--- config.mk ---
export PLATFORM = sky130hd
export DESIGN_NAME = alu_seq
export DESIGN_NICKNAME = d
export VERILOG_FILES = /design/src/rtl/alu_seq.sv
export SDC_FILE = /design/constraint.sdc
export NUM_CORES = 1
export LEC_CHECK = 0
export CORE_ASPECT_RATIO = 1.2
export CORE_MARGIN = 8
export CORE_UTILIZATION = 35
export DETAILED_ROUTE_END_ITERATION = 8
export PLACE_DENSITY = 0.6
export SYNTH_ARGS = -nofsm -noshare
export SYNTH_HDL_FRONTEND = slang
export SYNTH_SLANG_ARGS = --single-unit
--- constraint.sdc ---
create_clock -name clk -period 3.9 [get_ports clk]
set_clock_uncertainty 0.2 [all_clocks]
set_input_delay 1.17 -clock clk [delete_from_list [all_inputs] [get_ports clk]]
set_output_delay 1.17 -clock clk [all_outputs]
set_load 0.05 [all_outputs]
--- src/rtl/alu_seq.sv ---
// alu_seq: clocked ALU with registered result, high half and N/Z/C/V flags.
// Define ALU_MULDIV_EN for iterative MULU/DIVU behind start/busy/done.
module alu_seq #(
  parameter int WIDTH = 16
) (
  input  logic             clk,
  input  logic             rst,
  input  logic             start,
  input  logic [3:0]       fun,
  input  logic [WIDTH-1:0] A,
  input  logic [WIDTH-1:0] B,
  output logic             busy,
  output logic             done,
  output logic [WIDTH-1:0] R,
  output logic [WIDTH-1:0] RHI,
  output logic             N,
  output logic             Z,
  output logic             C,
  output logic             V
);
  localparam int SHW = $clog2(WIDTH);

  logic [WIDTH-1:0] sRes;
  logic [WIDTH:0]   sum;
  logic [WIDTH:0]   diff;
  logic [SHW-1:0]   sh;
  logic             sC;
  logic             sV;

  logic             wrEn;
  logic [WIDTH-1:0] wrRes;
  logic [WIDTH-1:0] wrHi;
  logic             wrC;
  logic             wrV;

  assign sh   = B[SHW-1:0];
  assign sum  = {1'b0, A} + {1'b0, B};
  assign diff = {1'b0, A} - {1'b0, B};

  always_comb begin
    sRes = '0;
    sC   = 1'b0;
    sV   = 1'b0;
    case (fun)
      4'd0: begin
        sRes = sum[WIDTH-1:0];
        sC   = sum[WIDTH];
        sV   = (A[WIDTH-1] == B[WIDTH-1]) &&
               (sum[WIDTH-1] != A[WIDTH-1]);
      end
      4'd1: begin
        sRes = diff[WIDTH-1:0];
        sC   = ~diff[WIDTH];
        sV   = (A[WIDTH-1] != B[WIDTH-1]) &&
               (diff[WIDTH-1] != A[WIDTH-1]);
      end
      4'd2: sRes = A & B;
      4'd3: sRes = A | B;
      4'd4: sRes = ~(A | B);
      4'd5: sRes = A << sh;
      4'd6: sRes = A >> sh;
      4'd7: sRes = WIDTH'($signed(A) >>> sh);
      default: sRes = '0;
    endcase
  end

`ifdef ALU_MULDIV_EN
  localparam int CW = $clog2(WIDTH + 1);

  typedef enum logic {IDLE, RUN} state_t;

  state_t           state;
  state_t           stateNext;
  logic [CW-1:0]    cnt;
  logic [WIDTH-1:0] hi;
  logic [WIDTH-1:0] lo;
  logic [WIDTH-1:0] opB;
  logic             opDiv;
  logic             isMulDiv;
  logic [WIDTH:0]   mulSum;
  logic [WIDTH:0]   divShift;
  logic [WIDTH-1:0] divDiff;
  logic [WIDTH-1:0] stepHi;
  logic [WIDTH-1:0] stepLo;

  assign isMulDiv = (fun == 4'd8) || (fun == 4'd9);
  assign busy     = (state == RUN);

  // {hi,lo} is the product shift pair for MULU, remainder/quotient for DIVU
  always_comb begin
    mulSum   = {1'b0, hi} + {1'b0, opB & {WIDTH{lo[0]}}};
    divShift = {hi, lo[WIDTH-1]};
    divDiff  = divShift[WIDTH-1:0] - opB;
    stepHi   = mulSum[WIDTH:1];
    stepLo   = {mulSum[0], lo[WIDTH-1:1]};
    if (opDiv) begin
      if (divShift >= {1'b0, opB}) begin
        stepHi = divDiff;
        stepLo = {lo[WIDTH-2:0], 1'b1};
      end else begin
        stepHi = divShift[WIDTH-1:0];
        stepLo = {lo[WIDTH-2:0], 1'b0};
      end
    end
  end

  always_comb begin
    stateNext = state;
    wrEn      = 1'b0;
    wrRes     = sRes;
    wrHi      = '0;
    wrC       = sC;
    wrV       = sV;
    unique case (state)
      IDLE: begin
        if (start) begin
          if (isMulDiv) stateNext = RUN;
          else          wrEn      = 1'b1;
        end
      end
      RUN: begin
        if (cnt == CW'(1)) begin
          stateNext = IDLE;
          wrEn      = 1'b1;
          wrRes     = stepLo;
          wrHi      = stepHi;
          wrC       = !opDiv && (stepHi != '0);
          wrV       = opDiv && (opB == '0);
        end
      end
    endcase
  end

  always_ff @(posedge clk) begin
    if (rst) begin
      state <= IDLE;
      cnt   <= '0;
      hi    <= '0;
      lo    <= '0;
      opB   <= '0;
      opDiv <= 1'b0;
    end else begin
      state <= stateNext;
      if (state == IDLE && start && isMulDiv) begin
        hi    <= '0;
        lo    <= A;
        opB   <= B;
        opDiv <= fun[0];
        cnt   <= CW'(WIDTH);
      end else if (state == RUN) begin
        hi  <= stepHi;
        lo  <= stepLo;
        cnt <= cnt - CW'(1);
      end
    end
  end
`else
  assign busy  = 1'b0;
  assign wrEn  = start;
  assign wrRes = sRes;
  assign wrHi  = '0;
  assign wrC   = sC;
  assign wrV   = sV;
`endif

  always_ff @(posedge clk) begin
    if (rst) begin
      done <= 1'b0;
      R    <= '0;
      RHI  <= '0;
      N    <= 1'b0;
      Z    <= 1'b0;
      C    <= 1'b0;
      V    <= 1'b0;
    end else begin
      done <= wrEn;
      if (wrEn) begin
        R   <= wrRes;
        RHI <= wrHi;
        N   <= wrRes[WIDTH-1];
        Z   <= (wrRes == '0);
        C   <= wrC;
        V   <= wrV;
      end
    end
  end
endmodule

==> results of run 1 <==
## through the flow
stage | cells | setup WS, ns | hold WS [ns]
6_report | 1095 | 0.118 | 0.279
5_1_grt | 1095 | -0.0336 | 0.310
4_1_cts | 1083 | 0.00135 | 0.277
3_5_place_dp | 1068 | -0.777 | 0.266
3_3_place_gp | 1068 | -0.722 | 0.265
2_1_floorplan | 675 | 0.00968 | 0.491
## area by class of cell
type,instances,area [um^2]
Tap cell,175,219
Multi-Input combinational cell,541,4600
Inverter,49,184
Sequential cell,20,400
Clock buffer,4,88.8
Timing Repair Buffer,306,2480
Fill cell,1392,6260
## repair_timing
action / CTS / global route
setup buffers: 10 / 12
pin swaps: 33 / 30
endpoints found under the setup margin: 10 / 10
resized for setup: 89 / 67
gates cloned: 1 / 0
hold buffers: 0 / 0
## critical path, delay by kind of cell
kind	cells	cell delay, ns
adder cells (fa/ha/maj)	1	0.23
AO/OA/AOI/OAI	7	1.20
AND/OR/NAND/NOR	2	0.58
buffers and inverters	3	0.56
## registers in the layout (all words and copies together) (netlist names)
signal and cells:
V 1, R 16, Z 1, C 1, done 1
## power by group through the flow
stage               clock, mW  combinational, mW  sequential [mW]
floorplan                   0              0.505            0.283
global placement            0              0.991            0.231
detailed placement          0               1.00            0.232
CTS                     0.232               1.07            0.228
global route            0.238               1.20            0.229
finish                  0.228               1.13            0.227
## cell usage in the layout (no fill, tap or decap), drive strengths merged, types with 5 or more instances in the layout
cell type      instances
a211oi                16
a21o                   8
a21oi                 38
a221o                  6
a221oi                 8
a22oi                 10
a31oi                  9
and2                   6
and3                   6
buf                  248
clkbuf                15
clkdlybuf4s50         31
conb                  17
dfxtp                 20
dlygate4sd2           11
ha                    53
inv                   49
mux2                  11
mux2i                 18
mux4                  25
nand2                 53
nand2b                10
nand3                 14
nor2                  62
nor2b                  9
nor3                  13
nor4                   5
o211ai                15
o21ai                 25
o221ai                 5
o22ai                  6
or2                    6
or3                    9
xnor2                  8
## how the worst max path moves through the flow
stage          startpoint  endpoint  slack, ns  cells after the start
2_1_floorplan        A[8]         V       0.01                     14
3_3_place_gp         A[4]         Z      -0.72                     12
3_5_place_dp         A[4]         Z      -0.78                     12
4_1_cts              A[0]         Z      0.001                     11
5_1_grt              A[0]         Z      -0.03                     13
6_report             A[9]         V       0.12                     13
## cells by family after synthesis
group,count (synthesis),synth area share
buffers and inverters,114,0.106
xor gates and xnor gates,11,0.0191
muxes,54,0.172
adders and majority gates,55,0.139
and+or+nand+nor,209,0.205
AOI/OAI and AO/OA,195,0.279
DFF,20,0.0792
other,1,0.000742
## metal layers
layer	GRT usage	up-vias
met5	0	-
met4	0.111	0
met3	0.0328	62
met2	0.436	215
met1	0.283	3039
li1	-	2946
==> out/results.txt, run 1 <==
Outcome = finished, final reports clean
Clock Pin Slew Worst Setup and Hold Paths = 0.05 ns
First-pass DRT Iterations = 5
CP max stage cell = or4b_1
Setup CP Type = in -> reg
DP Area = 7290 um^2
Max Used Layer = met4
CTS Root Cell = clkbuf_16
Achievable Freq = 0.264 GHz
Routed Antenna Nets = 0
ANT cells = 0
Reg power frac = 0.144
RSZ-0062 raised after global routing = yes
Max-Cap Viols = 0
Largest cells by area after synthesis = ha_1 13%, mux4_2 11%, dfxtp_1 7.9%
Core Footprint = 14200 um^2
DR iter-0 viols = 395
Main synth FF type = dfxtp_1
Die W = 126 um
Share of layout cells above drive strength 1 = 0.421
Relative slew slack = 0.451
Top Ports = 77
Min cycle time layout = 3.78 ns
DPL Wire Length = 19000 um
Util after Layout = 0.560
Dominant cell type by area after synthesis = ha_1
DR vias/cell = 5.72
Share of flip-flops with an asynchronous set or reset = 0
DRC = 0
Hold Violations, Final = 0
Worst-Margin Slew = 0.817 ns
Crit Path Max Fanout = 4
Clk sinks = 20
Fraction of the yosys area taken by sequential cells = 0.0792
Total negative setup slack = 0 ns
Syn. warnings = 0
Routed WL = 23000 um
LEAKAGE = 3.60 nW
WL/cell = 21.0 um
R2R Setup Slk = 2.97 ns
GRT Total Usage = 0.244
Final setup fails = 0
Pin count of the biggest net entering global routing = 34
Min-delay worst type = reg -> reg
Tcrit/Tclk final = 0.970
Top-area cell type share of the netlist area = 0.131
Syn_area_per_cell = 7.67 um^2
Hold wc startpoint = R[4]
Total CTS buffers = 3
Routability Congestion = 0.949
Htree depth = 1
Reg-to-reg startpoint = R[15]
Port bufs = 59
Met1 wire length = 9340 um
Starting Density = 0.355
Worst R2R End = R[15]
Data required, critical path = 3.86 ns
CP max stage delay = 0.43 ns
Gr ovfl total = 0
Mapped Cells = 659
Height of the die = 148 um
WHS Endpoint = R[4]
Switch Pwr = 672 uW
CP Data Arrival Time = 3.75 ns
CTS max path bufs = 2
Clk pwr share = 0.144
Post-synth EDFFs = 0
CP cell instances = dlygate4sd2_1 > inv_2 > ha_4 > and2_4 > a221o_1 > a31oi_1 > buf_4 > a211oi_4 > o211ai_2 > a21oi_2 > o21ai_1 > or4b_1 > a311oi_1
Vias in the first global route = 6548
CP Capture Type = register
Top post-synthesis cells by count = 62 x nor2_1, 53 x ha_1, 53 x nand2_1
CTS tree = built
Synthesized cell area = 5050 um^2
Net Sw Frac = 0.425
Die ar. = 18600 um^2
Internal power component = 910 uW
Design Power = 1.58 mW
P per Cell Area = 198 nW/um^2
Initial antenna violation count = 0
Nets = 1015
Unique masters post-synth = 79
DR vias = 6262
Synthesized flop and latch total = 20
Final instance area = 7970 um^2
Metal3 WL = 1130 um
First-pass GRT wire length = 36300 um
Slew Limit Fails = 0
DR WL met2 = 11500 um
Combinational Power Share = 0.712
Hold Crit Depth = 2
Area Growth Syn to Fin = 57.6%
Maximum VDD drop = 0.136 mV
Startpoint types = input port
Cell with the most instances after synthesis = nor2_1
Worst Reg-to-Reg Cells = 2
Row cnt = 48
Clock Latency Late Sink = 0.25 ns
(Power assumes the default switching activity.)
==> inputs of run 2 (changes only) <==
--- a/config.mk
+++ b/config.mk
@@ -13,3 +13,4 @@
 export SYNTH_ARGS = -nofsm -noshare
 export SYNTH_HDL_FRONTEND = slang
 export SYNTH_SLANG_ARGS = --single-unit
+export TNS_END_PERCENT = 20
==> out/results.txt, run 2 (synthesis results as in run 1) <==
Height of the die = 148 um (unchanged)
Routed Antenna Nets = 0 (unchanged)
Routed WL = 22400 um (was 23000 um)
Die ar. = 18600 um^2 (unchanged)
P per Cell Area = 203 nW/um^2 (was 198 nW/um^2)
Total CTS buffers = 3 (unchanged)
Area Growth Syn to Fin = 57.2% (was 57.6%)
Row cnt = 48 (unchanged)
DRC = 0 (unchanged)
Tcrit/Tclk final = 0.997 (was 0.970)
Min-delay worst type = reg -> reg (unchanged)
Port bufs = 59 (unchanged)
DPL Wire Length = 18700 um (was 19000 um)
CP Capture Type = register (unchanged)
Startpoint types = input port (unchanged)
Die W = 126 um (unchanged)
Starting Density = 0.355 (unchanged)
Dpl ws = -0.737 ns (was -0.777 ns)
Max-Cap Viols = 0 (unchanged)
Routability Congestion = 0.993 (was 0.949)
WL/cell = 20.5 um (was 21.0 um)
Combinational Power Share = 0.688 (was 0.712)
Nets = 1012 (was 1015)
Final setup margin = 0.00989 ns (was 0.118 ns)
First-pass GRT wire length = 35000 um (was 36300 um)
Number of flip-flops in the largest register = 16 (unchanged)
Slew Limit Fails = 0 (unchanged)
CP cell instances = dlygate4sd2_1 > ha_2 > fa_2 > a21oi_2 > o2111ai_1 > o211a_1 > a221o_1 > a31o_2 > xnor2_2 > o221ai_2 > a211o_1 > o32ai_2 (was dlygate4sd2_1 > inv_2 > ha_4 > and2_4 > a221o_1 > a31oi_1 > buf_4 > a211oi_4 > o211ai_2 > a21oi_2 > o21ai_1 > or4b_1 > a311oi_1)
Final instance area = 7940 um^2 (was 7970 um^2)
Gr ovfl total = 0 (unchanged)
Util after Layout = 0.558 (was 0.560)
LEAKAGE = 3.59 nW (was 3.60 nW)
CTS Root Cell = clkbuf_16 (unchanged)
Design Power = 1.61 mW (was 1.58 mW)
DR vias = 6136 (was 6262)
Total negative setup slack = 0 ns (unchanged)
Pin count of the biggest net entering global routing = 34 (unchanged)
Htree depth = 1 (unchanged)
RSZ-0062 raised after global routing = yes (unchanged)
Vias in the first global route = 6450 (was 6548)
Final setup fails = 0 (unchanged)
DP Area = 7280 um^2 (was 7290 um^2)
Worst-Margin Slew = 0.513 ns (was 0.817 ns)
ANT cells = 0 (unchanged)
Hold Violations, Final = 0 (unchanged)
Net Sw Frac = 0.412 (was 0.425)
Switch Pwr = 664 uW (was 672 uW)
Clk pwr share = 0.171 (was 0.144)
First-pass DRT Iterations = 4 (was 5)
Clock Pin Slew Worst Setup and Hold Paths = 0.06 ns (was 0.05 ns)
Top Ports = 77 (unchanged)
Initial antenna violation count = 0 (unchanged)
Clock Latency Late Sink = 0.25 ns (about the same)
Relative slew slack = 0.657 (was 0.451)
Maximum VDD drop = 0.147 mV (was 0.136 mV)
Achievable Freq = 0.257 GHz (was 0.264 GHz)
CP max stage cell = fa_2 (was or4b_1)
Outcome = finished, final reports clean (unchanged)
Most common cell after layout, fill and taps aside = buf_4 (unchanged)
DR iter-0 viols = 368 (was 395)
FILL cells = 1349 (was 1392)
Setup CP Type = in -> reg (unchanged)
Internal power component = 949 uW (was 910 uW)
Share of layout cells above drive strength 1 = 0.400 (was 0.421)
Commonest cells after routing, fill and taps aside = 230 x buf_4, 61 x nor2_1, 51 x nand2_1 (unchanged)
CP max stage delay = 0.39 ns (was 0.43 ns)
Biggest register = R (unchanged)
DR vias/cell = 5.62 (was 5.72)
Crit Path Max Fanout = 3 (was 4)
CTS max path bufs = 2 (unchanged)
Data required, critical path = 3.87 ns (was 3.86 ns)
CTS tree = built (unchanged)
GRT Total Usage = 0.235 (was 0.244)
Core Footprint = 14200 um^2 (unchanged)
CP Data Arrival Time = 3.86 ns (was 3.75 ns)
Min cycle time layout = 3.89 ns (was 3.78 ns)
Clk sinks = 20 (unchanged)
Reg power frac = 0.141 (was 0.144)
-- run 2: cell count changes in the layout (fill, tap and decap cells not counted), sizes merged --
cell	change
clkbuf	-10
dlygate4sd2	+3
bufinv	+1
clkdlybuf4s15	+2
clkdlybuf4s50	+4
buf	-3
-- run 2: metal layers --
layer  track usage  part of all wire
met1         0.267              0.41
met3        0.0299             0.046
met2         0.439              0.51
met5             0                 0
met4        0.0879             0.033
-- run 2: critical path: cells and delay by family --
family,cells,cell delay [ns]
AOI/OAI and AO/OA,8,1.70
adders and majority gates,2,0.61
buffers and inverters,1,0.27
xor gates and xnor gates,1,0.13
-- run 2: path summary, 6_finish.rpt --
kind	start	to	depth (start not counted)	slack, ns
max	A[0]	Z	12	0.01
min	R[7]	R[7]	2	0.28
max reg2reg	C	C	2	2.98
min reg2reg	R[7]	R[7]	2	0.28
-- run 2: repair_timing --
item	CTS	global route
hold buffers	0	0
hold endpoints to repair	0	0
cloned	0	0
pin swaps	28	28
setup endpoints to repair	10	11
gates resized for setup	81	39
setup buffers	11	11
-- run 2: metrics by stage --
step / std cells / hold WS (ns)
5_1_grt: 1092 / 0.309
3_5_place_dp: 1066 / 0.278
2_1_floorplan: 675 / 0.491
3_3_place_gp: 1066 / 0.265
6_report: 1092 / 0.282
4_1_cts: 1081 / 0.287
-- run 2: area by class of cell --
cell class / instances / area (um^2) / share of cell area
multi-input combinational: 541 / 4550 / 0.573
tap: 175 / 219 / 0.0276
sequential: 20 / 400 / 0.0504
clock inverter: 1 / 30.0 / 0.00378
inverter: 49 / 186 / 0.0235
timing repair buffer: 303 / 2480 / 0.312
clock buffer: 3 / 75.1 / 0.00945
-- run 2: power by group through the flow --
stage | registers [mW] | clock network [mW] | logic [mW]
floorplan | 0.283 | 0 | 0.504
global placement | 0.231 | 0 | 0.988
detailed placement | 0.232 | 0 | 0.997
CTS | 0.228 | 0.280 | 1.06
global route | 0.229 | 0.293 | 1.19
finish | 0.227 | 0.276 | 1.11
==> inputs of run 3 (changes only) <==
--- a/config.mk
+++ b/config.mk
@@ -5,7 +5,7 @@
 export SDC_FILE = /design/constraint.sdc
 export NUM_CORES = 1
 export LEC_CHECK = 0
-export CORE_ASPECT_RATIO = 1.2
+export CORE_ASPECT_RATIO = 0.7
 export CORE_MARGIN = 8
 export CORE_UTILIZATION = 35
 export DETAILED_ROUTE_END_ITERATION = 8
==> constraint.sdc (replaced) <==
create_clock -name clk -period 3.9 [get_ports clk]
set_clock_uncertainty 0.2 [all_clocks]
set_input_delay 0.975 -clock clk [delete_from_list [all_inputs] [get_ports clk]]
set_output_delay 0.975 -clock clk [all_outputs]
set_load 0.02 [all_outputs]
==> out/results.txt, run 3 (synthesis results as in run 1) <==
First-pass GRT wire length = 34700 um (was 35000 um)
LEAKAGE = 3.43 nW (was 3.59 nW)
WHS Endpoint = R[11] (was R[7])
Met1 Resource Use GR = 0.333 (was 0.267)
Placed cells = 1053 (was 1066)
Register area = 400 um^2 (unchanged)
CTS max path bufs = 2 (unchanged)
Starting Density = 0.361 (was 0.355)
Final setup fails = 0 (unchanged)
Min cycle time layout = 3.85 ns (was 3.89 ns)
Gr ovfl total = 0 (unchanged)
Worst path top cell family by delay = compound AO/OA/AOI/OAI gates (unchanged)
ANT cells = 0 (unchanged)
Met2 Use GR = 0.350 (was 0.439)
Setup CP Type = in -> reg (unchanged)
GRT Total Usage = 0.236 (was 0.235)
RSZ-0062 raised after global routing = yes (unchanged)
Top Ports = 77 (unchanged)
Slew Limit Fails = 0 (unchanged)
Total CTS buffers = 3 (unchanged)
Outcome = finished, final reports clean (unchanged)
Post-CTS Hold Fix Bufs = 0 (unchanged)
Met3 Use GR = 0.0736 (was 0.0299)
Routed WL = 22900 um (was 22400 um)
Non-Filler Instances = 1078 (was 1092)
Core Footprint = 14000 um^2 (was 14200 um^2)
Most common cell after layout, fill and taps aside = buf_4 (unchanged)
Pin count of the biggest net entering global routing = 34 (unchanged)
Area of the multi-input gates = 4530 um^2 (was 4550 um^2)
DR vias = 6235 (was 6136)
Die ar. = 18600 um^2 (about the same)
Hold Violations, Final = 0 (unchanged)
Min-delay worst type = reg -> reg (unchanged)
P per Cell Area = 202 nW/um^2 (was 203 nW/um^2)
DPL Wire Length = 18800 um (was 18700 um)
CTS tree = built (unchanged)
Vias in the first global route = 6016 (was 6450)
Util after Layout = 0.549 (was 0.558)
Die W = 160 um (was 126 um)
Row cnt = 36 (was 48)
DR vias/cell = 5.78 (was 5.62)
Share of layout cells above drive strength 1 = 0.377 (was 0.400)
First-pass DRT Iterations = 6 (was 4)
Worst Reg-to-Reg Cells = 2 (unchanged)
Data required, critical path = 3.87 ns (about the same)
Clk sinks = 20 (unchanged)
Clock Latency Late Sink = 0.26 ns (was 0.25 ns)
CP Data Arrival Time = 3.82 ns (was 3.86 ns)
Achievable Freq = 0.260 GHz (was 0.257 GHz)
CP Capture Type = register (unchanged)
Routability Congestion = 1.01 (was 0.993)
WL/cell = 21.2 um (was 20.5 um)
Routed Antenna Nets = 0 (unchanged)
DRC = 0 (unchanged)
Area Growth Syn to Fin = 52.2% (was 57.2%)
Hold wc startpoint = R[11] (was R[7])
CP max stage cell = fa_2 (unchanged)
DR iter-0 viols = 631 (was 368)
Worst R2R End = R[2] (was C)
Nets = 983 (was 1012)
Maximum VDD drop = 0.235 mV (was 0.147 mV)
CP max stage delay = 0.37 ns (was 0.39 ns)
Initial antenna violation count = 0 (unchanged)
Height of the die = 117 um (was 148 um)
R2R Setup Slk = 2.95 ns (was 2.98 ns)
CP cell instances = dlygate4sd2_1 > ha_2 > fa_2 > a21oi_2 > buf_4 > o2111ai_1 > o211a_1 > a221o_1 > a31o_2 > xnor2_2 > o221ai_2 > a211o_1 > o32ai_2 (was dlygate4sd2_1 > ha_2 > fa_2 > a21oi_2 > o2111ai_1 > o211a_1 > a221o_1 > a31o_2 > xnor2_2 > o221ai_2 > a211o_1 > o32ai_2)
Relative slew slack = 0.623 (was 0.657)
Final instance area = 7690 um^2 (was 7940 um^2)
FILL cells = 1317 (was 1349)
Port bufs = 59 (unchanged)
Worst-Margin Slew = 0.561 ns (was 0.513 ns)
CTS Root Cell = clkbuf_16 (unchanged)
Startpoint types = input port (unchanged)
Gr busiest metal = met2 (unchanged)
Buf+Inv Stages, Crit Path = 2 (was 1)
Htree depth = 1 (unchanged)
Tcrit/Tclk final = 0.988 (was 0.997)
Crit Path Max Fanout = 3 (unchanged)
Clock Pin Slew Worst Setup and Hold Paths = 0.06 ns (about the same)
DP Area = 7040 um^2 (was 7280 um^2)
Commonest cells after routing, fill and taps aside = 208 x buf_4, 61 x nor2_1, 52 x nand2_1 (was 230 x buf_4, 61 x nor2_1, 51 x nand2_1)
Reg-to-reg startpoint = R[2] (was C)
Biggest register = R (unchanged)
Hold Crit Depth = 2 (unchanged)
Max-Cap Viols = 0 (unchanged)
Number of flip-flops in the largest register = 16 (unchanged)
## run 3: final cells by class
class	instances	area share
Sequential cell	20	0.0521
Clock buffer	3	0.00976
Clock inverter	1	0.00390
Tap cell	190	0.0309
Inverter	49	0.0239
Timing Repair Buffer	274	0.290
Multi-Input combinational cell	541	0.589
## run 3: worst max-delay path by stage
stage	start	cells after the start	to
2_1_floorplan	A[8]	14	V
3_3_place_gp	A[9]	12	V
3_5_place_dp	A[2]	12	Z
4_1_cts	A[6]	12	V
5_1_grt	A[10]	11	Z
6_report	A[0]	13	Z
## run 3: worst reg2reg max path: stages (launching register included)
cell,delay [ns]
dfxtp_1,0.35
nor2_1,0.05
a211oi_1,0.26
## run 3: power breakdown
| part | total [mW] | internal (mW) | switching, mW | leakage (nW) |
|---|---|---|---|---|
| Sequential | 0.228 | 0.220 | 0.00860 | 0.165 |
| Combinational | 1.04 | 0.499 | 0.537 | 3.22 |
| Clock | 0.286 | 0.204 | 0.0823 | 0.0511 |
## run 3: through the flow
stage	power (mW)	hold WS (ns)	setup TNS, ns	setup slack, ns
3_3_place_gp	1.14	0.270	-3.57	-0.589
4_1_cts	1.50	0.288	0	0.00344
6_report	1.55	0.288	0	0.0471
3_5_place_dp	1.15	0.276	-4.52	-0.614
5_1_grt	1.63	0.305	-0.00238	-0.00238
2_1_floorplan	0.724	0.348	0	0.00894
## run 3: what timing repair did
action / CTS / global route
pin swaps: 23 / 21
resized for setup: 62 / 44
setup endpoints to repair: 10 / 6
buffers inserted: 12 / 10
## run 3: layer usage
metal,routed length [um],share of wire,vias to the layer above
li1,-,-,2894
met1,10700,0.47,3054
met2,9500,0.42,259
met3,2330,0.10,28
met4,339,0.015,0
met5,0,0,-
